<file path="config.mk">
export PLATFORM = sky130hd
export DESIGN_NAME = control_unit
export DESIGN_NICKNAME = d
export VERILOG_FILES = /design/src/rtl/prj_definition.sv /design/src/rtl/ctrl_decode.sv /design/src/rtl/control_unit.sv
export SDC_FILE = /design/constraint.sdc
export NUM_CORES = 1
export LEC_CHECK = 0
export CORE_MARGIN = 2
export CORE_UTILIZATION = 47
export DETAILED_ROUTE_END_ITERATION = 6
export MAX_ROUTING_LAYER = met4
export PLACE_DENSITY_LB_ADDON = 0.25
export SYNTH_ARGS = -nofsm -noshare
export SYNTH_HDL_FRONTEND = slang
export SYNTH_SLANG_ARGS = --single-unit
</file>
<file path="constraint.sdc">
create_clock -name CLK -period 2.8 [get_ports CLK]
set_clock_uncertainty 0.2 [all_clocks]
set_input_delay 0.7 -clock CLK [delete_from_list [all_inputs] [get_ports CLK]]
set_output_delay 0.7 -clock CLK [all_outputs]
set_load 0.03 [all_outputs]
</file>
<file path="src/rtl/prj_definition.sv">
// Shared definitions for the cs147sec05 control path.
// CTRL bit map, ALU codes, opcodes/functs and FSM states.
package prj_definition;

   localparam int CTRL_WIDTH = 32;
   localparam int DATA_WIDTH = 32;

   typedef enum logic [2:0] {
      S_FETCH     = 3'd0,
      S_DECODE    = 3'd1,
      S_EXECUTE   = 3'd2,
      S_MEMORY    = 3'd3,
      S_WRITEBACK = 3'd4
   } state_t;

   localparam int B_PC_LOAD   = 0;
   localparam int B_PC_SEL_1  = 1;
   localparam int B_PC_SEL_2  = 2;
   localparam int B_PC_SEL_3  = 3;
   localparam int B_MEM_R     = 4;
   localparam int B_MEM_W     = 5;
   localparam int B_R1_SEL_1  = 6;
   localparam int B_REG_R     = 7;
   localparam int B_REG_W     = 8;
   localparam int B_WA_SEL_1  = 9;
   localparam int B_WA_SEL_2  = 10;
   localparam int B_WA_SEL_3  = 11;
   localparam int B_WD_SEL_1  = 12;
   localparam int B_WD_SEL_2  = 13;
   localparam int B_WD_SEL_3  = 14;
   localparam int B_SP_LOAD   = 15;
   localparam int B_OP1_SEL_1 = 16;
   localparam int B_OP2_SEL_1 = 17;
   localparam int B_OP2_SEL_2 = 18;
   localparam int B_OP2_SEL_3 = 19;
   localparam int B_OP2_SEL_4 = 20;
   localparam int B_MA_SEL_1  = 21;
   localparam int B_MA_SEL_2  = 22;
   localparam int B_MD_SEL_1  = 23;
   localparam int B_IR_LOAD   = 24;
   localparam int B_ALU_LO    = 25;
   localparam int B_ALU_HI    = 30;

   localparam logic [5:0] ALU_NONE = 6'd0;
   localparam logic [5:0] ALU_ADD  = 6'd1;
   localparam logic [5:0] ALU_SUB  = 6'd2;
   localparam logic [5:0] ALU_MUL  = 6'd3;
   localparam logic [5:0] ALU_SRL  = 6'd4;
   localparam logic [5:0] ALU_SLL  = 6'd5;
   localparam logic [5:0] ALU_AND  = 6'd6;
   localparam logic [5:0] ALU_OR   = 6'd7;
   localparam logic [5:0] ALU_NOR  = 6'd8;
   localparam logic [5:0] ALU_SLT  = 6'd9;

   localparam logic [5:0] OP_RTYPE = 6'h00;
   localparam logic [5:0] OP_ADDI  = 6'h08;
   localparam logic [5:0] OP_MULI  = 6'h1d;
   localparam logic [5:0] OP_ANDI  = 6'h0c;
   localparam logic [5:0] OP_ORI   = 6'h0d;
   localparam logic [5:0] OP_LUI   = 6'h0f;
   localparam logic [5:0] OP_SLTI  = 6'h0a;
   localparam logic [5:0] OP_BEQ   = 6'h04;
   localparam logic [5:0] OP_BNE   = 6'h05;
   localparam logic [5:0] OP_LW    = 6'h23;
   localparam logic [5:0] OP_SW    = 6'h2b;
   localparam logic [5:0] OP_JMP   = 6'h02;
   localparam logic [5:0] OP_JAL   = 6'h03;
   localparam logic [5:0] OP_PUSH  = 6'h1b;
   localparam logic [5:0] OP_POP   = 6'h1c;

   localparam logic [5:0] FN_ADD = 6'h20;
   localparam logic [5:0] FN_SUB = 6'h22;
   localparam logic [5:0] FN_MUL = 6'h2c;
   localparam logic [5:0] FN_AND = 6'h24;
   localparam logic [5:0] FN_OR  = 6'h25;
   localparam logic [5:0] FN_NOR = 6'h27;
   localparam logic [5:0] FN_SLT = 6'h2a;
   localparam logic [5:0] FN_SLL = 6'h01;
   localparam logic [5:0] FN_SRL = 6'h02;
   localparam logic [5:0] FN_JR  = 6'h08;

endpackage

</file>
<file path="src/rtl/ctrl_decode.sv">
// Combinational map from the state being entered and the
// instruction fields to the packed datapath control word.
module ctrl_decode
   import prj_definition::*;
(
   input  logic [2:0]            next_state,
   input  logic [5:0]            opcode,
   input  logic [5:0]            funct,
   input  logic                  zero_q,
   output logic [CTRL_WIDTH-1:0] ctrl
);

   logic [5:0] alu;
   logic       op2_r, op2_sh, op2_sx, op2_stk;
   logic       wb_rd, wb_rt, wb_mem, wb_lui;
   logic       is_jr, is_beq, is_bne, is_jmp, is_jal;
   logic       is_lw, is_sw, is_push, is_pop;

   always_comb begin : classify
      alu     = ALU_NONE;
      op2_r   = 1'b0;
      op2_sh  = 1'b0;
      op2_sx  = 1'b0;
      op2_stk = 1'b0;
      wb_rd   = 1'b0;
      wb_rt   = 1'b0;
      wb_mem  = 1'b0;
      wb_lui  = 1'b0;
      is_jr   = 1'b0;
      is_beq  = 1'b0;
      is_bne  = 1'b0;
      is_jmp  = 1'b0;
      is_jal  = 1'b0;
      is_lw   = 1'b0;
      is_sw   = 1'b0;
      is_push = 1'b0;
      is_pop  = 1'b0;
      if (opcode == OP_RTYPE) begin
         wb_rd = 1'b1;
         op2_r = 1'b1;
         case (funct)
            FN_ADD: alu = ALU_ADD;
            FN_SUB: alu = ALU_SUB;
            FN_MUL: alu = ALU_MUL;
            FN_AND: alu = ALU_AND;
            FN_OR:  alu = ALU_OR;
            FN_NOR: alu = ALU_NOR;
            FN_SLT: alu = ALU_SLT;
            FN_SLL: begin
               alu = ALU_SLL; op2_r = 1'b0; op2_sh = 1'b1;
            end
            FN_SRL: begin
               alu = ALU_SRL; op2_r = 1'b0; op2_sh = 1'b1;
            end
            FN_JR: begin
               is_jr = 1'b1; wb_rd = 1'b0; op2_r = 1'b0;
            end
            default: begin
               wb_rd = 1'b0; op2_r = 1'b0;
            end
         endcase
      end else begin
         case (opcode)
            OP_ADDI: begin alu = ALU_ADD; op2_sx = 1'b1; wb_rt = 1'b1; end
            OP_MULI: begin alu = ALU_MUL; op2_sx = 1'b1; wb_rt = 1'b1; end
            OP_SLTI: begin alu = ALU_SLT; op2_sx = 1'b1; wb_rt = 1'b1; end
            OP_ANDI: begin alu = ALU_AND; wb_rt = 1'b1; end
            OP_ORI:  begin alu = ALU_OR;  wb_rt = 1'b1; end
            OP_LUI:  begin wb_rt = 1'b1; wb_lui = 1'b1; end
            OP_BEQ:  begin alu = ALU_SUB; op2_r = 1'b1; is_beq = 1'b1; end
            OP_BNE:  begin alu = ALU_SUB; op2_r = 1'b1; is_bne = 1'b1; end
            OP_LW: begin
               alu = ALU_ADD; op2_sx = 1'b1; is_lw = 1'b1;
               wb_rt = 1'b1; wb_mem = 1'b1;
            end
            OP_SW:   begin alu = ALU_ADD; op2_sx = 1'b1; is_sw = 1'b1; end
            OP_JMP:  is_jmp = 1'b1;
            OP_JAL:  is_jal = 1'b1;
            OP_PUSH: begin alu = ALU_SUB; op2_stk = 1'b1; is_push = 1'b1; end
            OP_POP: begin
               alu = ALU_ADD; op2_stk = 1'b1; is_pop = 1'b1;
               wb_rt = 1'b1; wb_mem = 1'b1;
            end
            default: ;
         endcase
      end
   end

   // ALU steering is held from EXECUTE through WRITEBACK so the result stays stable
   always_comb begin : build
      ctrl = '0;
      if (next_state == S_FETCH) begin
         ctrl[B_MEM_R]    = 1'b1;
         ctrl[B_MA_SEL_2] = 1'b1;
         ctrl[B_IR_LOAD]  = 1'b1;
      end
      if (next_state == S_DECODE) begin
         ctrl[B_REG_R]    = 1'b1;
         ctrl[B_R1_SEL_1] = !is_push;
      end
      if (next_state inside {S_EXECUTE, S_MEMORY, S_WRITEBACK}) begin
         ctrl[B_ALU_HI:B_ALU_LO] = alu;
         ctrl[B_OP2_SEL_4] = op2_r;
         ctrl[B_OP2_SEL_3] = op2_sh | op2_stk;
         ctrl[B_OP2_SEL_2] = op2_sx;
         ctrl[B_OP2_SEL_1] = op2_sh;
         ctrl[B_OP1_SEL_1] = op2_stk;
      end
      if (next_state == S_MEMORY) begin
         ctrl[B_MEM_R]    = is_lw | is_pop;
         ctrl[B_MEM_W]    = is_sw | is_push;
         ctrl[B_MA_SEL_1] = is_push | is_pop;
         ctrl[B_MD_SEL_1] = is_push;
      end
      if (next_state == S_WRITEBACK) begin
         ctrl[B_PC_LOAD]  = 1'b1;
         ctrl[B_PC_SEL_1] = !is_jr;
         ctrl[B_PC_SEL_2] = (is_beq & zero_q) | (is_bne & !zero_q);
         ctrl[B_PC_SEL_3] = !(is_jmp | is_jal);
         ctrl[B_REG_W]    = wb_rd | wb_rt | is_jal;
         ctrl[B_WA_SEL_1] = wb_rt;
         ctrl[B_WA_SEL_2] = is_jal;
         ctrl[B_WA_SEL_3] = wb_rd | wb_rt;
         ctrl[B_WD_SEL_1] = wb_mem;
         ctrl[B_WD_SEL_2] = wb_lui;
         ctrl[B_WD_SEL_3] = wb_rd | wb_rt;
         ctrl[B_SP_LOAD]  = is_push | is_pop;
      end
   end

endmodule

</file>
<file path="src/rtl/control_unit.sv">
// Five-state multi-cycle sequencer for the cs147sec05 core.
// CTRL is registered and always reflects the current state.
module control_unit #(
   parameter int CTRL_WIDTH = 32,
   parameter int DATA_WIDTH = 32
) (
   input  logic                  CLK,
   input  logic                  RST,
   input  logic [DATA_WIDTH-1:0] INSTRUCTION,
   input  logic                  ZERO,
   output logic [CTRL_WIDTH-1:0] CTRL,
   output logic [2:0]            STATE
);

   import prj_definition::*;

   state_t                  state_q;
   state_t                  next_state;
   logic                    run_q;
   logic [DATA_WIDTH-1:0]   ir_q;
   logic [DATA_WIDTH-1:0]   instr_eff;
   logic                    zero_q;
   logic [CTRL_WIDTH-1:0]   ctrl_q;
   logic [CTRL_WIDTH-1:0]   ctrl_d;
   logic                    unused_instr;

   // run_q holds off one cycle after reset so FETCH gets its own strobes
   always_ff @(posedge CLK) begin
      if (!RST) begin
         state_q <= S_FETCH;
         run_q   <= 1'b0;
         ir_q    <= '0;
         zero_q  <= 1'b0;
         ctrl_q  <= '0;
      end else begin
         state_q <= next_state;
         run_q   <= 1'b1;
         ctrl_q  <= ctrl_d;
         if (next_state == S_DECODE) ir_q <= INSTRUCTION;
         if (state_q == S_EXECUTE) zero_q <= ZERO;
      end
   end

   always_comb begin
      next_state = S_FETCH;
      if (run_q) begin
         unique case (state_q)
            S_FETCH:     next_state = S_DECODE;
            S_DECODE:    next_state = S_EXECUTE;
            S_EXECUTE:   next_state = S_MEMORY;
            S_MEMORY:    next_state = S_WRITEBACK;
            S_WRITEBACK: next_state = S_FETCH;
            default:     next_state = S_FETCH;
         endcase
      end
   end

   // DECODE strobes are produced on the same edge that captures ir_q
   assign instr_eff = (next_state == S_DECODE) ? INSTRUCTION : ir_q;
   assign unused_instr = ^instr_eff[25:6];

   ctrl_decode u_dec (
      .next_state (next_state),
      .opcode     (instr_eff[31:26]),
      .funct      (instr_eff[5:0]),
      .zero_q     (zero_q),
      .ctrl       (ctrl_d)
   );

   assign CTRL  = ctrl_q;
   assign STATE = state_q;

endmodule

</file>
======== Yosys cells after proc, flatten, opt, wreduce, memory -nomap -nowiden ========
Cells that the tools add are included.
W data, S select, Z words.
storage, ports and cells
  register bits after elaboration ......... 68
  input port bits ......................... 35
  ROM bits ................................ 0
  logic and storage cells ................. 124
  bits in latches ......................... 0
  memories ................................ 0
  output and inout port bits .............. 35
  RAM bits ................................ 0
cells by class
  multipliers ............................. 0
  bitwise gates (word level) .............. 13
  div/mod/pow operators ................... 0
  order comparisons ....................... 0
  add/sub/neg operators ................... 0
  reductions and logical operators ........ 24
  equality and inequality tests ........... 31
  shifts and indexed selects .............. 0
  muxes and demuxes ....................... 43
operator list
  operator              number
  $eq A6 B6 Y1 const B  9
  $eq A6 B4 Y1 const B  6
  $mux W1               36
  $pmux W4 S9           1
  $mux W32              1
  $pmux W4 S6           1
  $eq A6 B2 Y1 const B  3
  $eq A6 B5 Y1 const B  3
  $eq A3 B2 Y1 const B  4
  $eq A6 B3 Y1 const B  2
  $pmux W3 S4           1
  $reduce_or A3 Y1      3
  $reduce_or A9 Y1      1
  $or A1 B1 Y1          8
  $reduce_and A2 Y1     4
  $reduce_or A2 Y1      4
  $reduce_or A8 Y1      1
  $reduce_or A7 Y1      1
  $eq A3 B1 Y1 const B  2
  $eq A6 B1 Y1 const B  1
  $logic_not A3 Y1      2
  $logic_not A6 Y1      1
  $mux W6               1
  $reduce_or A5 Y1      1
  8 further kinds       14

======== Longest topological paths before layout ========
Gate-level depths: netlist (run 1).
  word-level depth ........................ 11
  gate-level depth with buffers ........... 10
  depth with buffers taken out ............ 6

======== By module ========
From an unflattened synthesis (run 1), not the netlist that was laid out.
unflattened totals
  cell total of the unflattened synthesis .. 286
  area total of the unflattened synthesis .. 2523.7 µm²
by module, submodules not included
  module        area an instance (µm²)  sequential area each (µm²)  instances  cells an instance
  control_unit  1676.6                  980.9                       1          150
  ctrl_decode   847.1                   0.0                         1          136

======== Least setup slack after synthesis (run 1) ========
OpenSTA, ideal clock, no wires.
  path type ............................... reg-to-reg
  start ................................... register state_q[0], in the netlist STATE[0]
  end ..................................... register ctrl_q[25], in the netlist CTRL[25]
  buffers on the path ..................... 3
  arrival ................................. 2248 ps
  slack ................................... 237 ps
  setup time .............................. 115 ps
  cell stages (with the launch flop) ...... 10
  clock period less this slack ............ 2563 ps
  data required time ...................... 2485 ps
  cell sequence ........................... dfxtp_1 buf_4 nor4b_1 buf_2 mux2i_1 clkbuf_1 nor2_1 a32oi_1 o21ai_0 o21a_1
between the ends
  cells in the longest elaborated chain, start to end .. 9
  elaborated cells on any way between the ends .. 39
  those cells by class .................... 27 x eq/ne; 6 x mux; 6 x reduce/logical
RTL lines
  element                                                         RTL line            RTL
  start, declared                                                 control_unit.sv:17  state_t state_q;
  start signal, assigned                                          control_unit.sv:36  state_q <= next_state;
  $eq A3 B2 Y1 (tied with other cells)                            control_unit.sv:47  unique case (state_q)
  $pmux W3 S4 *                                                   control_unit.sv:47
  $mux W3 *                                                       control_unit.sv:46  if (run_q) begin
  $eq A3 B1 Y1                                                    control_unit.sv:59  assign instr_eff = (next_state == S_DECODE) ? INSTRUCTION : ir_q;
  $mux W32                                                        --
  $eq A6 B4 Y1 (tied with other cells)                            ctrl_decode.sv:63   case (opcode)
  $reduce_or A4 Y1 (no line) or $reduce_or A3 Y1 (tied branches)  --
  $pmux W4 S6                                                     ctrl_decode.sv:63
  $mux W6                                                         ctrl_decode.sv:38   if (opcode == OP_RTYPE) begin
  end signal, assigned                                            control_unit.sv:38  ctrl_q <= ctrl_d;
  end, declared                                                   control_unit.sv:23  logic [CTRL_WIDTH-1:0] ctrl_q;
Mark *: on every way between the ends. The rest lies on a longest branch, timed or not.
A chain may end at the register's enable or synchronous reset.

======== Worst setup path in the final report (run 1) ========
  start ................................... input INSTRUCTION[28]
  end ..................................... register ctrl_q[8], in the netlist CTRL[8]
between the ends
  cells in the longest elaborated chain, start to end .. 7
  elaborated cells on any way between the ends .. 19
  those cells by class .................... 9 x eq/ne; 6 x mux; 2 x bitwise; 2 x reduce/logical
RTL lines
  element                               RTL line            RTL
  start, declared                       control_unit.sv:9   input logic [DATA_WIDTH-1:0] INSTRUCTION,
  $mux W32 *                            --
  $eq A6 B4 Y1 (tied with other cells)  ctrl_decode.sv:63
  $reduce_or A8 Y1 (no line)            --
  $mux W1                               ctrl_decode.sv:63
  $mux W1                               ctrl_decode.sv:38
  $or A1 B1 Y1                          ctrl_decode.sv:120  ctrl[B_REG_W] = wb_rd | wb_rt | is_jal;
  $or A1 B1 Y1 *                        ctrl_decode.sv:120
Marks and branches as above.

==> reports/metrics.cfg, run 1 <==
[status]
status=complete, no violations

[power_and_ir_drop]
ir_drop_uv=350
powerDensity_nw_per_um2=440
p_leak_nw=1.18
power_mw=1.40

[placement]
hpwl_mm=5.05
dp.cells=416
post-place-ws_ns=-0.122
io_buffers=46
routabilityCongestion=0.954

[drt]
post-route-drc-count=0
avgViaCountPerCell=5.55
ant_nets=0
finalWirelength_mm=6.57
dr.pass1.iters=4
drt-initial-drc-count=232
vias=2347
routedWlPerCell_microns=15.5

[synth]
syn_avg_cell_area_sq_um=8.28
synth_edf_count=0
syn_inst=287
synth_area_leaders=dfxtp_1, nor3_1, mux2i_1
syn-cell-area_sq_um=2380
async_flop_share=0
yosysTopAreaCell=dfxtp_1
yosys_warnings=0
ys_ff_latch=44
ys_types=53
synth_top_area_frac=0.371
synthFlopType=dfxtp_1
synth.yosys.seq_area_share=0.371

[timing]
fmax_ghz=0.383
hold_viol=0
tns_ns=0
setup_viol=0
period_minus_slack_ns=2.61
period_share=0.934
finalMaxSlewViolations=0
hold_slack_ns=0.378
rsz0062_at_grt=false
finalWorstSetupSlack_ns=0.186

[clocking]
cts_tree=yes
cts.clk_slew.worst_paths_ns=0.08
clock_sinks=44
holdBufCountCts=0
clk_path_buf_depth=2
cts-root-buf=clkbuf_8
postCtsSetupBuffers=0
numCtsBuffers=5
ctsResizeCount=0
clk_latency_ns=0.30
h-tree-depth=2

[setup_path]
cp-start-kind=input pin
crit_type=input pin to flip-flop
end_kind=flip-flop
required_ns=2.79
cp.arrival_ns=2.60
cp_max_fo=4
ff2ff_path_depth=8

[floorplan]
die_area_sq_um=5640
die_x_microns=75.1
coreArea_sq_um=4790
ioPinCount=70
row_count=25
start_util=0.497
die_y_microns=75.1

[min_path]
holdPathStages=2
hold_class=flip-flop to flip-flop

[grt]
use_met1=0.355
grt_use_met2=0.372
grt_pass1_vias=2140
antenna_found_initial=0
grt_max_degree=21
grt-busiest-layer=met2
grt_usage=0.256
grtUsageMet3=0.0549
grt_pass1_wl_mm=10.5
overflow=0

[finish]
drive_gt1_frac=0.160
finalNetCount=391
layout_common_cells=clkdlybuf4s50_1, dfxtp_1, buf_4
diodes=0
area_delta_synth_final_pct=33.8
final_cells=423
fillers=420
final_common_cell=clkdlybuf4s50_1

[run]
drv_cap=0

[cell families after synthesis]
logic type	share of synthesized area
AND/OR/NAND/NOR	0.281
flip-flops	0.371
XOR/XNOR	0.0295
multiplexers	0.0547
buffers and inverters	0.0826
other	0.00158
AO/OA/AOI/OAI	0.181
[cell type report]
type / count / area [sq um] / share of cell area
tap: 67 / 83.8 / 0.0264
clock buffer: 5 / 68.8 / 0.0216
sequential: 44 / 881 / 0.277
inverter: 10 / 37.5 / 0.0118
clock inverter: 2 / 12.5 / 0.00393
multi-input combinational: 206 / 1310 / 0.413
timing repair buffer: 89 / 783 / 0.246
[critical path: stages]
cell             delay, ns
clkdlybuf4s50_1       0.45
nand4bb_1             0.25
o311ai_0              0.35
buf_4                 0.19
o211ai_1              0.08
a21oi_1               0.21
a21oi_1               0.09
a2111oi_2             0.28
[layer usage]
metal | wire, microns | share of wire
met1 | 3060 | 0.47
met2 | 2880 | 0.44
met3 | 539 | 0.082
met4 | 91 | 0.014
met5 | 0 | 0
[synthesized netlist by cell type (all sizes together), types with 5 or more instances]
master,instances
nor4,8
a21oi,19
clkbuf,14
nor2b,14
nor3b,7
o21ai,13
nand2b,5
dfxtp,44
nor3,22
buf,15
a31oi,7
nand3,6
nand2,17
nor2,17
inv,10
mux2i,10
[per-stage QoR]
stage,area [sq um],util
floorplan,2380,-
global placement,3100,0.648
detailed placement,3100,0.648
CTS,3180,0.665
global route,3180,0.665
finish,3180,0.665
[path summary, 6_finish.rpt]
| check | from | end | slack (ns) |
|---|---|---|---|
| worst min-delay path | run_q$_DFF_P_ | STATE[0]$_SDFF_PN0_ | 0.38 |
| worst min register to register | run_q$_DFF_P_ | STATE[0]$_SDFF_PN0_ | 0.38 |
| worst max register to register | STATE[1]$_SDFF_PN0_ | CTRL[25]$_SDFF_PN0_ | 0.19 |
| worst max-delay path | INSTRUCTION[28] | CTRL[8]$_SDFF_PN0_ | 0.19 |
[report_power, final]
| group | leakage (nW) | switching [mW] | total [mW] | internal (mW) |
|---|---|---|---|---|
| combinational | 0.783 | 0.183 | 0.346 | 0.162 |
| clock | 0.0400 | 0.214 | 0.383 | 0.169 |
| sequential | 0.358 | 0.0284 | 0.672 | 0.643 |
| total | 1.18 | 0.426 | 1.40 | 0.975 |
[sequential cells by signal (all words and copies together) (netlist names)]
name and flops:
STATE 3, ir_q 12, zero_q 1, CTRL 27, run_q 1
No activity file was read; power rests on OpenSTA's default activity.
==> inputs of run 2 (changes only) <==
Settings changed: GPL_TIMING_DRIVEN set to 0, PLACE_DENSITY set to 0.8, PLACE_DENSITY_LB_ADDON 0.25 to unset.
==> run 2 against run 1 <==
  * Register-to-register slack lost 0.08 ns
  * Clock power grew 34%
  * Cell area shrank 2.8%
  * First-iteration DRC count shrank 31%
  * Global-route usage shrank 2.2 points
  * Via count shrank 2.2%
  * Flip-flop and latch count is the same
  * Power grew 8.0%
  * Critical path depth grew 1
  * Die area is the same
  * Highest routed layer unchanged
  * Sequential power shrank 3%
  * Sequential share of layout area grew 0.78 points
==> reports/metrics.cfg, run 2 (same netlist as run 1, synthesis figures left out) <==
[finish]
seq_area_sq_um=881
layout_common_cells=dfxtp_1, clkdlybuf4s50_1, nor3_1
largest_reg_flops=27
final_cells=406
finalNetCount=373
fillers=428
final_common_cell=dfxtp_1
area_delta_synth_final_pct=30.1
drive_gt1_frac=0.115
diodes=0
multiInputGateArea_sq_um=1380

[grt]
grt_usage=0.235
grt_pass1_wl_mm=9.71
overflow=0
antenna_found_initial=0
grt_pass1_vias=1968
grt_max_degree=15

[run]
drv_cap=0

[drt]
top_layer=met4
routedWlPerCell_microns=15.3
post-route-drc-count=0
vias=2296
dr_wl_met3_microns=610
finalWirelength_mm=6.22
ant_nets=0
routed-wl-met2_mm=2.65
drt-initial-drc-count=161
avgViaCountPerCell=5.66
dr.pass1.iters=5
wl_met1_mm=2.82

[power_and_ir_drop]
ir_drop_uv=303
p_sw_uw=440
power_frac_comb=0.227
powerDensity_nw_per_um2=489
p_clk_frac=0.340
p_leak_nw=1.09
swShare=0.291
intPower_mw=1.07
seq_power_share=0.432

[timing]
hold_viol=0
period_minus_slack_ns=2.69
finalMaxSlewViolations=0
fmax_ghz=0.371
worst_pin_slew_ns=0.743
setup_viol=0
period_share=0.962
finalWorstSetupSlack_ns=0.107
relSlewSlack=0.501

[clocking]
clock_sinks=44
cts-root-buf=clkbuf_8
clk_path_buf_depth=2
numCtsBuffers=5
cts.clk_slew.worst_paths_ns=0.09
clk_latency_ns=0.30
postCtsSetupBuffers=0
cts_tree=yes
h-tree-depth=2

[status]
status=complete, no violations

[floorplan]
die_y_microns=75.1
start_util=0.497
die_x_microns=75.1
die_area_sq_um=5640
coreArea_sq_um=4790
row_count=25
ioPinCount=70

[setup_path]
cpMostUsedCell=o21ai_0
cp.arrival_ns=2.68
ff2ff_path_depth=9
rr_endpoint=CTRL[25]$_SDFF_PN0_
cp_max_fo=10
rrSetupSlack_ns=0.11
setup.worst_path.start=STATE[0]$_SDFF_PN0_
worst_path_largest_cell_delay_ns=0.56
required_ns=2.79
slowest_stage=or4b_4
crit_end=CTRL[25]$_SDFF_PN0_
end_kind=flip-flop
cp-start-kind=flip-flop
cp_cell_sequence=buf_4, or4b_4, clkbuf_2, buf_2, a21oi_1, o21ai_0, a32oi_1, o21ai_0, o21a_1
rr_startpoint=STATE[0]$_SDFF_PN0_
crit_type=flip-flop to flip-flop

[placement]
dp.cells=398
routabilityCongestion=0.935
io_buffers=42
hpwl_mm=4.55
post-place-ws_ns=-0.356

[min_path]
hold_class=flip-flop to flip-flop

-- run 2: cell count changes in the layout (fill, tap and decap cells not counted), sizes merged --
cell | before | now
clkdlybuf4s50 | 46 | 41
dlymetal6s2s | 0 | 1
bufinv | 0 | 1
clkinvlp | 1 | 0
buf | 43 | 15
clkbuf | 5 | 20
-- run 2: power by group through the flow --
stage | clock network (mW) | registers (mW) | logic, mW
floorplan | 0 | 0.678 | 0.216
global placement | 0 | 0.668 | 0.316
detailed placement | 0 | 0.668 | 0.317
CTS | 0.520 | 0.653 | 0.321
global route | 0.542 | 0.657 | 0.371
finish | 0.515 | 0.654 | 0.344
-- run 2: how the worst min path moves through the flow --
stage	startpoint	to	slack, ns	depth (start not counted)
finish	zero_q$_SDFFE_PN0N_	zero_q$_SDFFE_PN0N_	0.34	2
global route	zero_q$_SDFFE_PN0N_	zero_q$_SDFFE_PN0N_	0.37	2
CTS	zero_q$_SDFFE_PN0N_	zero_q$_SDFFE_PN0N_	0.35	2
detailed placement	zero_q$_SDFFE_PN0N_	zero_q$_SDFFE_PN0N_	0.33	2
global placement	zero_q$_SDFFE_PN0N_	zero_q$_SDFFE_PN0N_	0.33	2
floorplan	run_q$_DFF_P_	CTRL[22]$_SDFF_PN0_	0.28	1
-- run 2: area by class of cell --
| cell class | count | area share |
|---|---|---|
| multi-input cells | 206 | 0.446 |
| flip-flops and latches | 44 | 0.285 |
| repair buffers | 42 | 0.137 |
| plain buffers | 29 | 0.0538 |
| well taps | 67 | 0.0271 |
| clock buffers | 6 | 0.0267 |
| clock inverters | 2 | 0.0125 |
| inverters | 10 | 0.0121 |
-- run 2: worst max-delay path: cells and delay by family (launching register included) --
kind                   cells  cell delay (ns)
buffers and inverters      3             0.60
flip-flops                 1             0.32
AND/OR/NAND/NOR            1             0.56
AO/OA/AOI/OAI              5             0.90
-- run 2: per-layer routing --
layer / GRT usage / vias up
met2: 0.330 / 133
met1: 0.331 / 1022
li1: - / 1126
met3: 0.0442 / 15
met5: - / -
met4: 0.0893 / 0
-- run 2: what timing repair did --
item | 4_1_cts | 5_1_grt
setup endpoints to repair | 4 | 10
hold buffers | 0 | 0
gates resized for setup | 4 | 16
endpoints found under the hold margin | 0 | 0
-- run 2: per-stage QoR --
stage | setup TNS (ns) | total power [mW] | area [sq um] | hold slack (ns) | utilization
global route | -0.0144 | 1.57 | 3090 | 0.370 | 0.646
finish | 0 | 1.51 | 3090 | 0.340 | 0.646
floorplan | 0 | 0.894 | 2380 | 0.282 | -
global placement | -1.93 | 0.984 | 2890 | 0.328 | 0.604
detailed placement | -1.89 | 0.985 | 2890 | 0.334 | 0.604
CTS | 0 | 1.49 | 3020 | 0.347 | 0.631
